<file path="src/rtl/ex_mem_stage.sv">
// EX/MEM pipeline buffer: DEPTH-entry FIFO between execute and memory stages.
// Optional macro EX_MEM_FWD_EN adds a forwarding port for the newest register-writing entry.
module ex_mem_stage #(
  parameter int unsigned DEPTH = 2
) (
  input  logic         clk,
  input  logic         reset,
  input  logic         in_valid,
  output logic         in_ready,
  input  logic [127:0] alu_result,
  input  logic         alu_zero,
  input  logic         alu_c_out,
  input  logic [4:0]   rd_addr,
  input  logic [3:0]   ctl,
  input  logic [63:0]  store_data,
  input  logic         flush,
  output logic         out_valid,
  input  logic         out_ready,
  output logic [127:0] out_result,
  output logic [63:0]  out_store_data,
  output logic [4:0]   out_rd_addr,
  output logic [3:0]   out_ctl,
  output logic         out_zero,
  output logic         out_c_out,
  output logic [2:0]   occupancy
`ifdef EX_MEM_FWD_EN
  ,
  output logic         fwd_valid,
  output logic [4:0]   fwd_rd,
  output logic [63:0]  fwd_data
`endif
);

  localparam int unsigned PW = (DEPTH > 2) ? 2 : 1;
  typedef logic [PW-1:0] ptr_t;

  typedef struct packed {
    logic [127:0] res;
    logic [63:0]  sd;
    logic [4:0]   rd;
    logic [3:0]   ctl;
    logic         z;
    logic         c;
  } entry_t;

  entry_t     r_mem [DEPTH];
  ptr_t       r_wr_ptr, r_rd_ptr;
  logic [2:0] r_count;

  entry_t     w_wr_entry;
  entry_t     w_head;
  logic       w_push, w_pop;

  function automatic ptr_t ptr_inc(ptr_t p);
    return (p == ptr_t'(DEPTH - 1)) ? '0 : p + ptr_t'(1);
  endfunction

  assign out_valid = (r_count != 3'd0);
  assign in_ready  = (r_count < 3'(DEPTH)) || out_ready;
  assign occupancy = r_count;
  assign w_push    = in_valid && in_ready;
  assign w_pop     = out_valid && out_ready;

  // Upper result half only carries meaning for wide (mul/div) operations.
  always_comb begin
    w_wr_entry.res = {ctl[3] ? alu_result[127:64] : 64'h0, alu_result[63:0]};
    w_wr_entry.sd  = store_data;
    w_wr_entry.rd  = rd_addr;
    w_wr_entry.ctl = ctl;
    w_wr_entry.z   = alu_zero;
    w_wr_entry.c   = alu_c_out;
  end

  always_ff @(posedge clk) begin
    if (w_push && !flush) r_mem[r_wr_ptr] <= w_wr_entry;
  end

  always_ff @(posedge clk or negedge reset) begin
    if (!reset) begin
      r_wr_ptr <= '0;
      r_rd_ptr <= '0;
      r_count  <= 3'd0;
    end else if (flush) begin
      r_wr_ptr <= '0;
      r_rd_ptr <= '0;
      r_count  <= 3'd0;
    end else begin
      if (w_push) r_wr_ptr <= ptr_inc(r_wr_ptr);
      if (w_pop)  r_rd_ptr <= ptr_inc(r_rd_ptr);
      if (w_push && !w_pop)      r_count <= r_count + 3'd1;
      else if (w_pop && !w_push) r_count <= r_count - 3'd1;
    end
  end

  assign w_head = r_mem[r_rd_ptr];

  always_comb begin
    out_result     = '0;
    out_store_data = '0;
    out_rd_addr    = '0;
    out_ctl        = '0;
    out_zero       = 1'b0;
    out_c_out      = 1'b0;
    if (out_valid) begin
      out_result     = w_head.res;
      out_store_data = w_head.sd;
      out_rd_addr    = w_head.rd;
      out_ctl        = w_head.ctl;
      out_zero       = w_head.z;
      out_c_out      = w_head.c;
    end
  end

`ifdef EX_MEM_FWD_EN
  // Walk oldest to newest so the last match wins.
  always_comb begin
    ptr_t w_idx;
    fwd_valid = 1'b0;
    fwd_rd    = '0;
    fwd_data  = '0;
    w_idx     = r_rd_ptr;
    for (int i = 0; i < int'(DEPTH); i++) begin
      w_idx = r_rd_ptr + ptr_t'(i);
      if ((3'(i) < r_count) && r_mem[w_idx].ctl[2] && (r_mem[w_idx].rd != 5'd0)) begin
        fwd_valid = 1'b1;
        fwd_rd    = r_mem[w_idx].rd;
        fwd_data  = r_mem[w_idx].res[63:0];
      end
    end
  end
`endif

endmodule

</file>
<file path="config.mk">
export PLATFORM = sky130hd
export DESIGN_NAME = ex_mem_stage
export DESIGN_NICKNAME = d
export VERILOG_FILES = /design/src/rtl/ex_mem_stage.sv
export SDC_FILE = /design/constraint.sdc
export NUM_CORES = 1
export LEC_CHECK = 0
export ABC_AREA = 1
export CAP_MARGIN = 40
export CORE_AREA = 3 3 217 219
export DETAILED_ROUTE_END_ITERATION = 12
export DIE_AREA = 0 0 220 222
export PLACE_DENSITY = 0.63
export SYNTH_ARGS = -nofsm -noshare
export SYNTH_HDL_FRONTEND = slang
export SYNTH_SLANG_ARGS = --single-unit
</file>
<file path="constraint.sdc">
create_clock -name clk -period 12.75 [get_ports clk]
set_input_delay 2.55 -clock clk [delete_from_list [all_inputs] [get_ports clk]]
set_output_delay 2.55 -clock clk [all_outputs]
set_load 0.05 [all_outputs]
</file>
==> results of run 1 <==
[critical path, stage by stage]
cell,delay [ns]
clkdlybuf4s50_1,0.54
inv_2,0.07
nand2_1,0.07
clkdlybuf4s50_1,0.79
[worst min-delay path by stage]
stage | slack (ns) | startpoint | end | cells past startpoint
6_report | 0.56 | r_wr_ptr | r_wr_ptr | 1
5_1_grt | 0.58 | r_wr_ptr | r_wr_ptr | 1
4_1_cts | 0.57 | occupancy[0] | occupancy[0] | 2
3_5_place_dp | 0.55 | occupancy[0] | occupancy[0] | 2
3_3_place_gp | 0.54 | r_wr_ptr | r_wr_ptr | 1
2_1_floorplan | 0.46 | r_wr_ptr | r_wr_ptr | 1
[power groups by stage]
| stage | clock [W] | sequential [W] | combinational, W |
|---|---|---|---|
| after floorplan | 0 | 0.00172 | 0.00231 |
| after global placement | 0 | 0.00168 | 0.00342 |
| after detailed placement | 0 | 0.00169 | 0.00348 |
| after CTS | 0.00125 | 0.00166 | 0.00350 |
| after global routing | 0.00130 | 0.00167 | 0.00367 |
| final | 0.00121 | 0.00166 | 0.00345 |
[logic make-up after synthesis]
kind of cell,after synthesis,share of synthesized area
adders and majority gates,1,0.00116
buffers and inverters,351,0.0840
xor gates and xnor gates,1,0.000508
DFF,411,0.714
and+or+nand+nor,898,0.197
AOI/OAI and AO/OA,6,0.00247
[metrics by stage]
step	instances	instance area [um2]	total power [W]
6_report	2708	23400	0.00632
2_1_floorplan	1668	17200	0.00403
3_5_place_dp	2628	22100	0.00517
4_1_cts	2705	23400	0.00640
3_3_place_gp	2620	21800	0.00510
5_1_grt	2708	23400	0.00664
[flip-flops by register name (all words and copies together), names as in the netlist]
name,cells
occupancy,3
r_mem,406
r_rd_ptr,1
r_wr_ptr,1
[per-layer routing]
metal / part of all wire / routed length, um / vias up
li1: - / - / 5952
met1: 0.41 / 17500 / 5650
met2: 0.49 / 21000 / 342
met3: 0.078 / 3350 / 74
met4: 0.022 / 950 / 8
met5: 0.0012 / 53 / -
[area by class of cell]
| cell class | instances | area [um2] | area share |
|---|---|---|---|
| diodes | 3 | 7.51 | 0.000321 |
| clock buffers | 55 | 1170 | 0.0501 |
| clock inverters | 22 | 183 | 0.00780 |
| inverters | 277 | 1040 | 0.0446 |
| multi-input cells | 906 | 3500 | 0.149 |
| flip-flops and latches | 411 | 12300 | 0.526 |
| well taps | 600 | 751 | 0.0321 |
| repair buffers | 434 | 4440 | 0.190 |
[layout by cell type (no fill, tap or decap), drive strengths merged]
cell,instances
nand3b,1
clkinv,18
xor2,1
edfxtp,406
diode,3
o211ai,1
bufinv,3
inv,277
clkbuf,55
a21oi,3
o22ai,1
nand3,1
nand4,3
buf,20
clkdlybuf4s50,414
nor2,3
clkinvlp,1
nand2,890
fa,1
dfrtp,5
o21ai,1
==> results.json, run 1 <==
{
  "die-area_um2": 48800,
  "netlist_area_um2": 17200,
  "fin_crit_ns": 6.57,
  "drt_wl_total_um": 42900,
  "setup_viol": 0,
  "finalMaxSlewViolations": 0,
  "yosys-top-cells-count": "nand2_1 (889), edfxtp_1 (406), inv_1 (245)",
  "antenna_found_initial": 8,
  "yosysTopAreaCell": "edfxtp_1",
  "grt_use_met1": 0.213,
  "r2r-end": "r_mem[1][130]",
  "grtUsageMet2": 0.288,
  "pin_count": 416,
  "p_sw_frac": 0.474,
  "reg2reg_slack_ns": 9.18,
  "synth.area.top_cells": "edfxtp_1 (71%), nand2_1 (19%), inv_1 (5.3%)",
  "grt.total_usage": 0.171,
  "place_ws_ns": 6.19,
  "power_switching_w": 0.00300,
  "start_util": 0.381,
  "drcViolationCount": 0,
  "cp-endpoint": "in_ready",
  "dp_hpwl_um": 27600,
  "syn-num-nets": 1877,
  "cts_buffers": 44,
  "p_int_w": 0.00332,
  "portBuffers": 415,
  "avgRoutedWirePerCell_um": 15.8,
  "synthMostInstantiatedCell": "nand2_1",
  "grt_overflow": 0,
  "cts_max_level": 2,
  "cts_tree": "yes",
  "die_height_um": 222,
  "grt_busiest_layer": "met2",
  "drive_above_1_share": 0.0561,
  "finalWeightedCongestion": 0.784,
  "area_growth_syn_to_layout_pct": 35.9,
  "netlist.area_leader.share": 0.707,
  "ys_seq_area_frac": 0.714,
  "synthArstFlopShare": 0.0122,
  "syn_avg_cell_area_um2": 10.3,
  "synth_warnings": 0,
  "status": "completed",
  "core_um2": 45300,
  "comb_power_share": 0.546,
  "drt_iter0_drc": 761,
  "synth_seq_cells": 411,
  "final.period_utilization": 0.515,
  "pwr-share-seq": 0.262,
  "setup_ws_ns": 6.18,
  "hp-class": "flip-flop to flip-flop",
  "maxCapViolCount": 0,
  "synth-main-ff-cell": "edfxtp_1",
  "via_per_inst": 4.44,
  "num_vias": 12000,
  "crit_path_start_kind": "primary input",
  "p_per_area_nw_per_um2": 270,
  "path_clk_slew_ns": 0.07,
  "arrival_ns": 4.02,
  "finalSetupTns_ns": 0,
  "critPathCaptureType": "output pin",
  "clkPwrFrac": 0.191,
  "postCtsSetupBuffers": 0,
  "drtAntennaViolNets": 0,
  "ys_types": 23,
  "fillers": 3990,
  "clockBufferDepth": 3,
  "firstDrtPassIters": 5,
  "utilization": 0.517,
  "ir_worst_vdd_uv": 236,
  "hold_slack_ns": 0.564,
  "worstMarginPinSlew_ns": 0.852,
  "reg2reg_depth": 8,
  "critical_path.startpoint": "out_ready",
  "rsz0062_at_grt": "no",
  "hold_buffers": 0,
  "p_leak_nw": 10.7,
  "grt_max_degree": 97,
  "cts_root_buf": "clkbuf_16",
  "first_global_vias": 11900,
  "path_max_fanout": 3,
  "cts_num_sinks": 411,
  "max_freq_mhz": 152,
  "rows": 78,
  "synth_edf_count": 406,
  "clock_latency_ns": 0.55,
  "clock_skew_ns": 0.0176,
  "r2r_start": "occupancy[1]",
  "hold_viol_final": 0,
  "die_w_um": 220,
  "worstPathRequired_ns": 10.20,
  "synthesis.instances": 1668,
  "grt_util_met3": 0.0489,
  "cts_resized": 0,
  "grt_first_pass_wirelength_um": 65300,
  "layout.nets": 2283,
  "relSlewSlack": 0.432,
  "crit_type": "primary input to output pin"
}
(Power assumes the default switching activity.)
==> run 2: changes to the inputs <==
- clock period: 12.75 -> 6.75 ns (I/O delays scaled with it)
==> results.json, run 2 (synthesis gave the netlist of run 1 again) <==
{
  "status": "completed",
  "worstPathRequired_ns": 5.40,
  "worstMarginPinSlew_ns": 0.921,
  "hold_viol_final": 0,
  "final.period_utilization": 0.724,
  "cts_root_buf": "clkbuf_16",
  "grt_max_degree": 130,
  "maxCapViolCount": 0,
  "ir_worst_vdd_uv": 398,
  "core_um2": 45300,
  "path_clk_slew_ns": 0.06,
  "p_per_area_nw_per_um2": 513,
  "cts_max_level": 2,
  "clock_skew_ns": 0.0182,
  "avgRoutedWirePerCell_um": 16.2,
  "p_sw_frac": 0.471,
  "portBuffers": 415,
  "setup_ws_ns": 1.86,
  "p_int_w": 0.00636,
  "num_vias": 12100,
  "regArea_um2": 12300,
  "final_cell_mix": "nand2_1 (889), clkdlybuf4s50_1 (414), edfxtp_1 (406)",
  "drt_wl_total_um": 43800,
  "drive_above_1_share": 0.0575,
  "relSlewSlack": 0.386,
  "postCtsSetupBuffers": 0,
  "drcViolationCount": 0,
  "setup_viol": 0,
  "drt_iter0_drc": 855,
  "firstDrtPassIters": 5,
  "wl_met2_um": 21100,
  "hold_buffers": 0,
  "clock_latency_ns": 0.56,
  "first_global_vias": 12100,
  "die_w_um": 220,
  "drtAntennaViolNets": 0,
  "pin_count": 416,
  "multi_input_comb_area_um2": 3500,
  "place_ws_ns": 2.41,
  "antenna_found_initial": 6,
  "hp-class": "flip-flop to flip-flop",
  "met1_length_um": 18400,
  "finalMaxSlewViolations": 0,
  "finalSetupTns_ns": 0,
  "die_height_um": 222,
  "arrival_ns": 3.54,
  "rows": 78,
  "die-area_um2": 48800,
  "max_freq_mhz": 205,
  "start_util": 0.381,
  "grt_first_pass_wirelength_um": 67000,
  "finalWeightedCongestion": 0.779,
  "cts_resized": 0,
  "fillers": 4035,
  "regMostFlops": "r_mem",
  "rsz0062_at_grt": "no",
  "top_layer": "met5",
  "critPathCaptureType": "output pin",
  "wl_met3_um": 3140,
  "power_switching_w": 0.00567,
  "pwr-share-seq": 0.260,
  "dp_hpwl_um": 28500,
  "crit_type": "flip-flop to output pin",
  "largest_register_ffs": 406,
  "crit_path_start_kind": "flip-flop",
  "clockBufferDepth": 3,
  "cts_num_sinks": 411,
  "fin_crit_ns": 4.89,
  "final_common_cell": "nand2_1",
  "clkPwrFrac": 0.200,
  "p_leak_nw": 10.7,
  "utilization": 0.518,
  "path_max_fanout": 75,
  "layout.nets": 2281,
  "grt_overflow": 0,
  "grt.total_usage": 0.176,
  "reg2reg_slack_ns": 4.26,
  "area_growth_syn_to_layout_pct": 36.1,
  "comb_power_share": 0.541,
  "cts_tree": "yes",
  "via_per_inst": 4.46,
  "cts_buffers": 44
}
-- run 2: cell count changes in the layout (fill, tap and decap cells not counted) --
cell and delta:
diode_2 -1, clkbuf_8 +3, buf_16 -4, clkinv_1 -4
buf_12 +4, inv_6 +3, bufinv_16 +2, buf_4 -2
clkinv_2 -1, clkinv_4 -2
-- run 2: final timing paths --
kind | start | end | cells after the start
max | r_rd_ptr | out_store_data[59] | 7
min | r_wr_ptr | r_wr_ptr | 1
max reg2reg | occupancy[1] | r_mem[0][92] | 7
min reg2reg | r_wr_ptr | r_wr_ptr | 1
max in group asynchronous | reset | r_rd_ptr | 1
min in group asynchronous | reset | occupancy[1] | 1
-- run 2: per-stage QoR --
step | power (W) | hold slack, ns | cells | area (um2)
2_1_floorplan | 0.00756 | 0.521 | 1668 | 17300
3_3_place_gp | 0.00965 | 0.536 | 2621 | 21900
3_5_place_dp | 0.00973 | 0.549 | 2626 | 22000
4_1_cts | 0.0122 | 0.560 | 2704 | 23500
5_1_grt | 0.0126 | 0.590 | 2706 | 23500
6_report | 0.0120 | 0.555 | 2706 | 23500
-- run 2: power groups by stage --
stage / registers, W / clock network (W) / logic (W)
6_report: 0.00312 / 0.00240 / 0.00650
3_5_place_dp: 0.00318 / 0 / 0.00656
4_1_cts: 0.00312 / 0.00248 / 0.00659
5_1_grt: 0.00314 / 0.00257 / 0.00691
3_3_place_gp: 0.00320 / 0 / 0.00645
2_1_floorplan: 0.00319 / 0 / 0.00437
-- run 2: metal layers --
| metal | vias up | track usage |
|---|---|---|
| met2 | 367 | 0.291 |
| li1 | 5943 | - |
| met5 | - | 0 |
| met4 | 8 | 0.0569 |
| met3 | 70 | 0.0449 |
| met1 | 5679 | 0.227 |
-- run 2: critical path, stage by stage (launching register included) --
cell and delay, ns:
dfrtp_4 0.67, buf_16 0.28, buf_4 0.71, nand2_1 0.22, nand2_1 0.13, nand2_1 0.05
inv_1 0.06, clkdlybuf4s50_1 0.79
-- run 2: final cells by class --
class	instances	area share
Antenna cell	2	0.000213
Clock buffer	58	0.0518
Clock inverter	20	0.00986
Inverter	277	0.0445
Multi-Input combinational cell	906	0.149
Sequential cell	411	0.525
Tap cell	600	0.0320
Timing Repair Buffer	432	0.187
==> run 3: changes to the inputs <==
- clock period: 6.75 -> 4.5 ns (I/O delays scaled with it)
==> results.json, run 3 (synthesis gave the netlist of run 1 again) <==
{
  "maxCapViolCount": 0,
  "cts_root_buf": "clkbuf_16",
  "placed_area_um2": 22100,
  "final.period_utilization": 0.900,
  "cts_buffers": 44,
  "path_clk_slew_ns": 0.06,
  "drcViolationCount": 0,
  "rows": 78,
  "finalSetupTns_ns": 0,
  "avgRoutedWirePerCell_um": 15.8,
  "grt.total_usage": 0.171,
  "worstMarginPinSlew_ns": 0.914,
  "final_cell_mix": "nand2_1 (888), clkdlybuf4s50_1 (414), edfxtp_1 (406)",
  "rsz0062_at_grt": "no",
  "pwr-share-seq": 0.262,
  "ir_worst_vdd_uv": 601,
  "setup_viol": 0,
  "fin_crit_ns": 4.05,
  "clkPwrFrac": 0.193,
  "cts_max_level": 2,
  "design_area_um2": 23500,
  "p_sw_frac": 0.473,
  "reg2reg_depth": 6,
  "grt_max_degree": 139,
  "worstPathRequired_ns": 3.60,
  "status": "completed",
  "clock_skew_ns": 0.0132,
  "largest_register_ffs": 406,
  "die-area_um2": 48800,
  "final_common_cell": "nand2_1",
  "drtAntennaViolNets": 0,
  "crit_type": "flip-flop to output pin",
  "pin_count": 416,
  "finalWeightedCongestion": 0.795,
  "hold_viol_final": 0,
  "p_int_w": 0.00942,
  "die_height_um": 222,
  "hp-class": "flip-flop to flip-flop",
  "relSlewSlack": 0.391,
  "num_vias": 12100,
  "clock_latency_ns": 0.54,
  "start_util": 0.381,
  "max_freq_mhz": 247,
  "comb_power_share": 0.545,
  "area_growth_syn_to_layout_pct": 36.1,
  "crit_path_start_kind": "flip-flop",
  "regArea_um2": 12300,
  "dp_hpwl_um": 27600,
  "finalMaxSlewViolations": 0,
  "hold_depth": 1,
  "via_per_inst": 4.45,
  "die_w_um": 220,
  "first_global_vias": 12000,
  "firstDrtPassIters": 5,
  "multi_input_comb_area_um2": 3510,
  "postCtsSetupBuffers": 0,
  "cts_resized": 0,
  "portBuffers": 415,
  "drt_wl_total_um": 43000,
  "drive_above_1_share": 0.0579,
  "clockBufferDepth": 3,
  "p_leak_nw": 10.7,
  "hold_buffers": 0,
  "grt_first_pass_wirelength_um": 65900,
  "arrival_ns": 3.15,
  "layout.nets": 2284,
  "critPathCaptureType": "output pin",
  "p_per_area_nw_per_um2": 762,
  "regMostFlops": "r_mem",
  "path_max_fanout": 138,
  "cts_num_sinks": 411,
  "power_switching_w": 0.00845,
  "antenna_found_initial": 8,
  "drt_iter0_drc": 704,
  "core_um2": 45300,
  "fillers": 4013,
  "grt_overflow": 0,
  "cts_tree": "yes"
}
## run 3: cell types whose count changed in the layout (fill, tap and decap cells not counted), moves of 2 or more
cell	delta
inv_6	-2
buf_16	-3
diode_2	+4
clkinv_2	+2
clkbuf_8	-4
clkinv_1	+6
buf_12	+5
## run 3: worst paths after layout
kind | slack, ns | from | to
worst max-delay path | 0.45 | r_rd_ptr | out_result[11]
worst min-delay path | 0.57 | r_wr_ptr | r_wr_ptr
worst max register to register | 2.13 | occupancy[1] | r_mem[1][121]
worst min register to register | 0.57 | r_wr_ptr | r_wr_ptr
max in group asynchronous | 3.67 | reset | r_rd_ptr
min in group asynchronous | 0.59 | reset | occupancy[2]
## run 3: power groups by stage
stage	registers [W]	logic, W	clock network (W)
after global routing	0.00471	0.0104	0.00372
final	0.00468	0.00974	0.00345
after CTS	0.00468	0.00987	0.00356
after global placement	0.00475	0.00983	0
after detailed placement	0.00476	0.00983	0
after floorplan	0.00478	0.00657	0
## run 3: through the flow
| stage | total power, W | util | setup slack, ns | hold WS [ns] | instances |
|---|---|---|---|---|---|
| floorplan | 0.0114 | - | -0.0778 | 0.519 | 1668 |
| global placement | 0.0146 | 0.487 | 1.10 | 0.533 | 2629 |
| detailed placement | 0.0146 | 0.487 | 1.08 | 0.563 | 2629 |
| CTS | 0.0181 | 0.518 | 0.458 | 0.554 | 2708 |
| global route | 0.0188 | 0.518 | 0.322 | 0.567 | 2712 |
| finish | 0.0179 | 0.518 | 0.452 | 0.571 | 2714 |
## run 3: area by class of cell
class,count,area share
Multi-Input combinational cell,906,0.150
Clock buffer,55,0.0496
Inverter,277,0.0453
Tap cell,600,0.0320
Sequential cell,411,0.525
Timing Repair Buffer,435,0.189
Clock inverter,24,0.00891
Antenna cell,6,0.000640
## run 3: worst max-delay path, stage by stage, from the launching register on
cell	delay (ns)
dfrtp_4	0.65
buf_12	0.40
nand2_1	0.11
nand2_1	0.16
nand2_1	0.08
inv_2	0.05
clkdlybuf4s50_1	0.79
## run 3: routing by layer
layer | GRT usage | share of wire
met1 | 0.215 | 0.41
met2 | 0.286 | 0.49
met3 | 0.0503 | 0.083
met4 | 0.0521 | 0.023
met5 | 0 | 0.00079
